$ cat src/rtl/seq_mul_cell.sv
// Multi-cycle unsigned shift-add multiplier with valid/ready handshakes.
// It takes one operand pair at a time and always spends WIDTH_B cycles on it.
module seq_mul_cell #(
    parameter int WIDTH_A = 4,
    parameter int WIDTH_B = 4
) (
    input  logic                       CLK,
    input  logic                       RST,
    input  logic                       IN_VALID,
    output logic                       IN_READY,
    input  logic [WIDTH_A-1:0]         A,
    input  logic [WIDTH_B-1:0]         B,
    output logic                       OUT_VALID,
    input  logic                       OUT_READY,
    output logic [WIDTH_A+WIDTH_B-1:0] C
);

    localparam int PW = WIDTH_A + WIDTH_B;
    localparam int CW = $clog2(WIDTH_B + 1);
    localparam logic [CW-1:0] LAST = CW'(WIDTH_B - 1);

    typedef enum logic [1:0] {
        IDLE = 2'd0,
        RUN  = 2'd1,
        DONE = 2'd2
    } state_t;

    // Handshake rule: a transfer happens on a rising edge where valid and
    // ready are both high; valid must be held until that edge.
    state_t          state_q;
    logic            in_ready_q;
    logic            out_valid_q;
    logic [PW-1:0]   c_q;
    logic [PW-1:0]   acc_q;
    logic [PW-1:0]   acc_d;
    logic [PW-1:0]   mcand_q;
    logic [WIDTH_B-1:0] mult_q;
    logic [CW-1:0]   count_q;

    always_comb begin
        acc_d = acc_q;
        if (mult_q[0]) begin
            acc_d = acc_q + mcand_q;
        end
    end

    always_ff @(posedge CLK or posedge RST) begin
        if (RST) begin
            state_q     <= IDLE;
            in_ready_q  <= 1'b1;
            out_valid_q <= 1'b0;
            c_q         <= '0;
            acc_q       <= '0;
            mcand_q     <= '0;
            mult_q      <= '0;
            count_q     <= '0;
        end else begin
            case (state_q)
                IDLE: begin
                    if (IN_VALID && in_ready_q) begin
                        mcand_q    <= PW'(A);
                        mult_q     <= B;
                        acc_q      <= '0;
                        count_q    <= '0;
                        in_ready_q <= 1'b0;
                        state_q    <= RUN;
                    end
                end
                RUN: begin
                    acc_q   <= acc_d;
                    mcand_q <= mcand_q << 1;
                    mult_q  <= mult_q >> 1;
                    count_q <= count_q + CW'(1);
                    // The final partial product goes straight into C so it is
                    // valid in the same cycle OUT_VALID rises.
                    if (count_q == LAST) begin
                        c_q         <= acc_d;
                        out_valid_q <= 1'b1;
                        state_q     <= DONE;
                    end
                end
                DONE: begin
                    if (OUT_READY) begin
                        out_valid_q <= 1'b0;
                        in_ready_q  <= 1'b1;
                        state_q     <= IDLE;
                    end
                end
                default: begin
                    out_valid_q <= 1'b0;
                    in_ready_q  <= 1'b1;
                    state_q     <= IDLE;
                end
            endcase
        end
    end

    assign IN_READY  = in_ready_q;
    assign OUT_VALID = out_valid_q;
    assign C         = c_q;

endmodule

$ cat config.mk
export PLATFORM = sky130hd
export DESIGN_NAME = seq_mul_cell
export DESIGN_NICKNAME = d
export VERILOG_FILES = /design/src/rtl/seq_mul_cell.sv
export SDC_FILE = /design/constraint.sdc
export NUM_CORES = 1
export LEC_CHECK = 0
export CAP_MARGIN = 10
export CORE_ASPECT_RATIO = 1.2
export CORE_UTILIZATION = 25
export CTS_BUF_LIST = sky130_fd_sc_hd__clkbuf_8
export DETAILED_ROUTE_END_ITERATION = 8
export PLACE_DENSITY_LB_ADDON = 0.1
export SLEW_MARGIN = 20
export SYNTH_ARGS = -nofsm -noshare
export SYNTH_HDL_FRONTEND = slang
export SYNTH_SLANG_ARGS = --single-unit
$ cat constraint.sdc
create_clock -name CLK -period 2 [get_ports CLK]
set_clock_uncertainty 0.1 [all_clocks]
set_input_delay 0.2 -clock CLK [delete_from_list [all_inputs] [get_ports CLK]]
set_output_delay 0.2 -clock CLK [all_outputs]
set_load 0.005 [all_outputs]
==> flow_summary.yaml, run 1 <==
drt:
  wl_met2_um: 2130
  drt_pass1_iterations: 4
  highest_layer: "met4"
  route.met3.wl_um: 143
  vias: 1479
  met1_wl_um: 2030
  initialDrtViolationCount: 60
  route.detailed.wl_per_inst_um: 14.3
  routed_wirelength_um: 4430
  vias_per_cell: 4.79
  final_ant_viol_nets: 0
  detail_route.drc_violations: 0
clock_tree:
  clock_tree.buffer_depth: 2
  post_cts_hold_buffer_count: 0
  cell_chosen_for_the_clock_root: "sky130_fd_sc_hd__clkbuf_8"
  cts.htree.levels: 2
  tritoncts: "built"
  latest_clock_arrival_within_the_worst_skew_pair_ns: 0.29
  numCtsBuffers: 5
  worst_setup_hold_path_clk_slew_ns: 0.07
  clock-sinks: 35
floorplan:
  floorplan.die.width_um: 80.0
  placement_rows: 33
  floorplan.die.height_um: 95.5
  area_of_the_die_mm2: 0.00764
  design.core.area_mm2: 0.00694
  start_util_pct: 26.3
  floorplan.io_pins: 22
cells_and_area:
  mostFrequentLayoutCell: "sky130_fd_sc_hd__dfrtp_1"
  finalCoreUtilization_pct: 34.9
  layout_common_cells: "sky130_fd_sc_hd__dfrtp_1 (33), sky130_fd_sc_hd__nand2_1 (28), sky130_fd_sc_hd__clkdlybuf4s50_1 (21), sky130_fd_sc_hd__buf_4 (20), sky130_fd_sc_hd__o21ai_0 (18)"
  layout-drive-gt1-share_pct: 20.7
  area.growth.synth_to_final_pct: 32.9
  num-nets-final: 243
  antenna-diode-count: 0
critical_path:
  path_delay_family: "simple AND/OR/NAND/NOR gates"
  critical_path_cell_with_the_highest_stage_delay: "sky130_fd_sc_hd__or4b_1"
  worstSetupEndpointType: "flip-flop"
  r2r.worst_path.cells: 6
  timing.critical_path.arrival_ns: 2.09
  worst_setup_path_start_kind: "flip-flop"
  worstPathRequired_ns: 2.12
  crit_fanout: 4
  critPathMostFrequentCell: "sky130_fd_sc_hd__a21oi_4"
  critical-path-max-stage-delay_ns: 0.49
  worstSetupPathDepth: 6
  worst-path-buf-inv: 0
  setup.reg_to_reg.worst_slack_ns: 0.03
  worst-setup-path-type: "flip-flop to flip-flop"
  critical_path_cell_by_cell: "ha_1 -> a21oi_4 -> a21oi_4 -> o21a_1 -> or4b_1 -> nand3_1"
synthesis:
  asyncSetResetFlopFracSynth_pct: 100
  synth.cell_area_mm2: 0.00182
  synth_edf_count: 0
  yosysWarnings: 0
  syn_area_per_cell_um2: 10.0
  synthesis.nets: 204
  synth_ff_type: "sky130_fd_sc_hd__dfrtp_1"
  postSynthCellCount: 182
  total_of_flip_flops_plus_latches_after_synthesis: 35
  netlist-cell-type-count: 38
  synth_seq_area_share_pct: 48.1
power:
  vdd.ir_drop.worst_mv: 0.472
  static-leakage-power_nw: 1.13
  power_per_unit_of_standard_cell_area_mw_per_mm2: 1320
worst_hold_path:
  hold_class: "primary input to async pin"
global_routing:
  antenna_found_initial: 0
  first_global_vias: 1567
  grt_first_pass_wirelength_um: 7580
  largest_net_degree_at_the_start_of_global_routing: 36
  grt.total_usage_pct: 13.2
  globalRoute.totalOverflow: 0
placed_design:
  gpl.final_weighted_congestion: 0.810
  placement.io_buffers: 21
  detailedPlacementHpwl_um: 3110
timing:
  fmax_mhz: 508
  worst_pin_slew_ns: 0.466
  finalHoldViolations: 0
  rsz0062_at_grt: "true"
  tmin_final_ns: 1.97
  setup_viol: 0
  finalMaxSlewViolations: 0
  relSlewSlack_pct: 68.9
  hold_slack_ns: 0.214
  post-route-period-util_pct: 98.5
outcome:
  outcome: "finished clean"
flow_run:
  maximum_capacitance_violations: 0
[metal layers]
| layer | up-vias | GRT usage, % |
|---|---|---|
| li1 | 724 | - |
| met1 | 716 | 16.1 |
| met2 | 27 | 22.0 |
| met3 | 12 | 2.68 |
| met4 | 0 | 6.85 |
| met5 | - | 0 |
[synthesized netlist by cell type, types with 2 or more instances]
library cell / n / area [µm²]
sky130_fd_sc_hd__a21oi_1: 11 / 55.1
sky130_fd_sc_hd__a21oi_2: 3 / 26.3
sky130_fd_sc_hd__a22o_1: 9 / 78.8
sky130_fd_sc_hd__a22oi_1: 2 / 15.0
sky130_fd_sc_hd__a31oi_1: 2 / 12.5
sky130_fd_sc_hd__and3_1: 3 / 18.8
sky130_fd_sc_hd__buf_2: 5 / 25.0
sky130_fd_sc_hd__clkbuf_1: 4 / 15.0
sky130_fd_sc_hd__dfrtp_1: 34 / 851
sky130_fd_sc_hd__ha_1: 9 / 113
sky130_fd_sc_hd__inv_1: 4 / 15.0
sky130_fd_sc_hd__mux2i_1: 10 / 100
sky130_fd_sc_hd__nand2_1: 28 / 105
sky130_fd_sc_hd__nand2b_1: 2 / 12.5
sky130_fd_sc_hd__nor2_1: 9 / 33.8
sky130_fd_sc_hd__nor3_1: 3 / 15.0
sky130_fd_sc_hd__o21ai_0: 19 / 95.1
sky130_fd_sc_hd__o31ai_1: 2 / 15.0
sky130_fd_sc_hd__xnor2_1: 2 / 17.5
sky130_fd_sc_hd__xor2_1: 3 / 26.3
[worst reg2reg max path: stages, from the launching register on]
cell and delay, ns:
sky130_fd_sc_hd__dfrtp_1 0.44, sky130_fd_sc_hd__ha_1 0.26, sky130_fd_sc_hd__a21oi_4 0.21, sky130_fd_sc_hd__a21oi_4 0.08
sky130_fd_sc_hd__o21a_1 0.22, sky130_fd_sc_hd__or4b_1 0.49, sky130_fd_sc_hd__nand3_1 0.10
[registers in the layout, summed over array words and instances (netlist names)]
name,flops
mcand_q,8
C,8
count_q,3
state_q,2
IN_READY,1
OUT_VALID,1
mult_q,4
acc_q,8
[metrics by stage]
step	power (mW)	TNS [ns]	std cells	worst slack (ns)	instance area, µm²
final	3.20	0	309	0.0296	2420
after global routing	3.47	-0.141	309	-0.0714	2420
after CTS	3.15	-0.00933	308	-0.00933	2370
after detailed placement	2.53	-0.166	300	-0.0913	2250
after global placement	2.51	-0.0971	300	-0.0657	2250
after floorplan	2.00	0	182	0.0347	1830
[logic make-up (layout without fill, tap and decap cells)]
| logic type | Yosys count | count (layout) | synth area share (%) |
|---|---|---|---|
| buf+inv | 13 | 53 | 3.02 |
| compound gates | 55 | 55 | 19.4 |
| mux | 11 | 11 | 6.11 |
| xor+xnor | 5 | 5 | 2.40 |
| simple gates | 53 | 53 | 13.7 |
| fa+ha+maj | 10 | 10 | 7.28 |
| flops | 35 | 35 | 48.1 |
[power breakdown]
part | total (mW) | internal [mW] | switching [mW]
Sequential | 1.18 | 0.965 | 0.216
Combinational | 1.44 | 0.761 | 0.679
Clock | 0.580 | 0.310 | 0.270
[timing repair]
item,in CTS,in global routing
pin swaps,2,3
resized for setup,3,8
endpoints found under the setup margin,4,5
buffers inserted,0,1
[cell type report]
type | instances | area (µm²)
multi-input cells | 134 | 961
well taps | 87 | 109
flip-flops and latches | 35 | 878
repair buffers | 41 | 360
fillers | 716 | 4510
clock buffers | 7 | 96.3
clock inverters | 1 | 3.75
inverters | 4 | 15.0
[path summary, 6_finish.rpt]
check | from | endpoint
worst max-delay path | acc_q[1] | acc_q[7]
worst min register to register | C[3] | C[3]
worst min-delay path | RST | mcand_q[1]
min in group CLK | C[3] | C[3]
worst max register to register | acc_q[1] | acc_q[7]
max in group asynchronous | RST | IN_READY
No activity file was read; power rests on OpenSTA's default activity.
==> run 2: changes to the inputs <==
--- a/config.mk
+++ b/config.mk
@@ -10,7 +10,7 @@
 export CORE_UTILIZATION = 25
 export CTS_BUF_LIST = sky130_fd_sc_hd__clkbuf_8
 export DETAILED_ROUTE_END_ITERATION = 8
-export PLACE_DENSITY_LB_ADDON = 0.1
+export PLACE_DENSITY_LB_ADDON = 0.25
 export SLEW_MARGIN = 20
 export SYNTH_ARGS = -nofsm -noshare
 export SYNTH_HDL_FRONTEND = slang
==> run 2 against run 1 <==
Against the previous run: power rose by 6.0%; via count fell by 2.4%; cell count rose by 0.32%; clock power rose by 15%; critical path depth rose by 1; setup slack got worse by 0.017 ns; critical path type unchanged; largest power group unchanged.
==> flow_summary.yaml, run 2 (synthesis gave the netlist of run 1 again) <==
cells_and_area:
  area.growth.synth_to_final_pct: 35.1
  layout_common_cells: "sky130_fd_sc_hd__dfrtp_1 (34), sky130_fd_sc_hd__nand2_1 (28), sky130_fd_sc_hd__clkdlybuf4s50_1 (21), sky130_fd_sc_hd__buf_4 (21), sky130_fd_sc_hd__o21ai_0 (18)"
  num-nets-final: 244
  antenna-diode-count: 0
  sequential_cell_area_um2: 877
  area_used_by_multi_input_combinational_logic_um2: 976
  layout-drive-gt1-share_pct: 22.4
  layout.cells.non_filler: 310
  mostFrequentLayoutCell: "sky130_fd_sc_hd__dfrtp_1"
  num-fill-cells: 718
clock_tree:
  cts.htree.levels: 2
  worst_setup_hold_path_clk_slew_ns: 0.08
  latest_clock_arrival_within_the_worst_skew_pair_ns: 0.29
  cell_chosen_for_the_clock_root: "sky130_fd_sc_hd__clkbuf_8"
  post_cts_hold_buffer_count: 0
  numCtsBuffers: 5
  clock-sinks: 35
  tritoncts: "built"
  clock_tree.buffer_depth: 2
timing:
  rsz0062_at_grt: "true"
  finalMaxSlewViolations: 0
  relSlewSlack_pct: 66.0
  fmax_mhz: 503
  worst_pin_slew_ns: 0.509
  tmin_final_ns: 1.99
  post-route-period-util_pct: 99.4
  setup_viol: 0
  finalHoldViolations: 0
placed_design:
  detailedPlacementHpwl_um: 2920
  placement.io_buffers: 21
  gpl.final_weighted_congestion: 0.744
  placed_instances: 297
global_routing:
  antenna_found_initial: 0
  globalRoute.totalOverflow: 0
  largest_net_degree_at_the_start_of_global_routing: 36
  grt_first_pass_wirelength_um: 6990
  first_global_vias: 1470
  grt.total_usage_pct: 12.3
critical_path:
  worstSetupEndpointType: "flip-flop"
  worstSetupPathDepth: 7
  r2r.worst_path.cells: 7
  critical-path-max-stage-delay_ns: 0.39
  timing.critical_path.arrival_ns: 2.07
  worst_setup_path_start_kind: "flip-flop"
  timing.critical_path.from: "mcand_q[0]"
  path_delay_family: "adder cells"
  crit_fanout: 3
  worstPathRequired_ns: 2.08
  worst-path-buf-inv: 0
  critical_path_cell_with_the_highest_stage_delay: "sky130_fd_sc_hd__fa_2"
  crit-reg2reg-launch: "mcand_q[0]"
  critical_path_cell_by_cell: "ha_2 -> fa_2 -> a211oi_2 -> o21bai_1 -> a21oi_2 -> mux2i_1 -> nand2_1"
  worst-setup-path-type: "flip-flop to flip-flop"
floorplan:
  placement_rows: 33
  area_of_the_die_mm2: 0.00764
  floorplan.io_pins: 22
  design.core.area_mm2: 0.00694
  floorplan.die.width_um: 80.0
  floorplan.die.height_um: 95.5
  start_util_pct: 26.3
drt:
  vias: 1443
  route.detailed.wl_per_inst_um: 13.2
  drt_pass1_iterations: 4
  final_ant_viol_nets: 0
  detail_route.drc_violations: 0
  vias_per_cell: 4.65
  initialDrtViolationCount: 63
  routed_wirelength_um: 4090
power:
  vdd.ir_drop.worst_mv: 0.459
  post-layout-total-power_mw: 3.39
  static-leakage-power_nw: 1.14
  power_per_unit_of_standard_cell_area_mw_per_mm2: 1380
flow_run:
  maximum_capacitance_violations: 0
worst_hold_path:
  hold_class: "primary input to async pin"
outcome:
  outcome: "finished clean"
==> run 2: cell count changes in the layout (fill, tap and decap cells not counted), sizes merged <==
cell,delta
bufinv,+1
clkinv,+1
clkbuf,-1
inv,-1
buf,+1
==> run 2: through the flow <==
stage	worst slack [ns]	area [µm²]	utilization (%)	hold slack [ns]	setup TNS, ns
3_5_place_dp	-0.0720	2230	32.1	0.371	-0.136
3_3_place_gp	-0.0702	2230	32.1	0.363	-0.114
4_1_cts	0.00600	2360	34.1	0.225	0
6_report	0.0129	2460	35.5	0.212	0
5_1_grt	-0.130	2460	35.5	0.263	-0.223
2_1_floorplan	0.0347	1830	-	0.233	0
==> run 2: per-layer routing <==
layer  vias up  GRT usage [%]  routed length, µm
li1        722              -                  -
met1       691           14.6               1930
met2        21           20.7               1960
met3         9           3.25                120
met4         0           5.36                 91
met5         -              0                  0
==> run 2: what timing repair did <==
action / in CTS / in global routing
setup buffers: 0 / 5
gates resized for setup: 3 / 11
pin swaps: 0 / 8
setup endpoints to repair: 3 / 5
==> run 2: final cells by class <==
class / instances / area share (%)
flip-flops and latches: 35 / 35.6
repair buffers: 42 / 14.9
clock inverters: 2 / 1.42
clock buffers: 6 / 3.35
well taps: 87 / 4.42
multi-input cells: 134 / 39.6
inverters: 4 / 0.610
==> run 2: path summary, 6_finish.rpt <==
kind | end | slack (ns)
max in group asynchronous | IN_READY | 1.25
min in group CLK | C[0] | 0.38
setup / recovery | C[6] | 0.01
hold / removal | mult_q[3] | 0.21
hold reg to reg | C[0] | 0.38
setup reg to reg | C[6] | 0.01
==> run 2: worst register-to-register path, delay by kind of cell, from the launching register on <==
| kind | cells | cell delay [ns] |
|---|---|---|
| DFF | 1 | 0.38 |
| adders and majority gates | 2 | 0.59 |
| and+or+nand+nor | 1 | 0.06 |
| AOI/OAI and AO/OA | 3 | 0.55 |
| muxes | 1 | 0.20 |
==> run 2: power breakdown <==
group          internal [mW]  leakage [nW]  switching, mW
registers              0.971         0.456          0.233
logic                  0.833         0.619          0.688
clock network          0.403        0.0612          0.265
total                   2.21          1.14           1.19
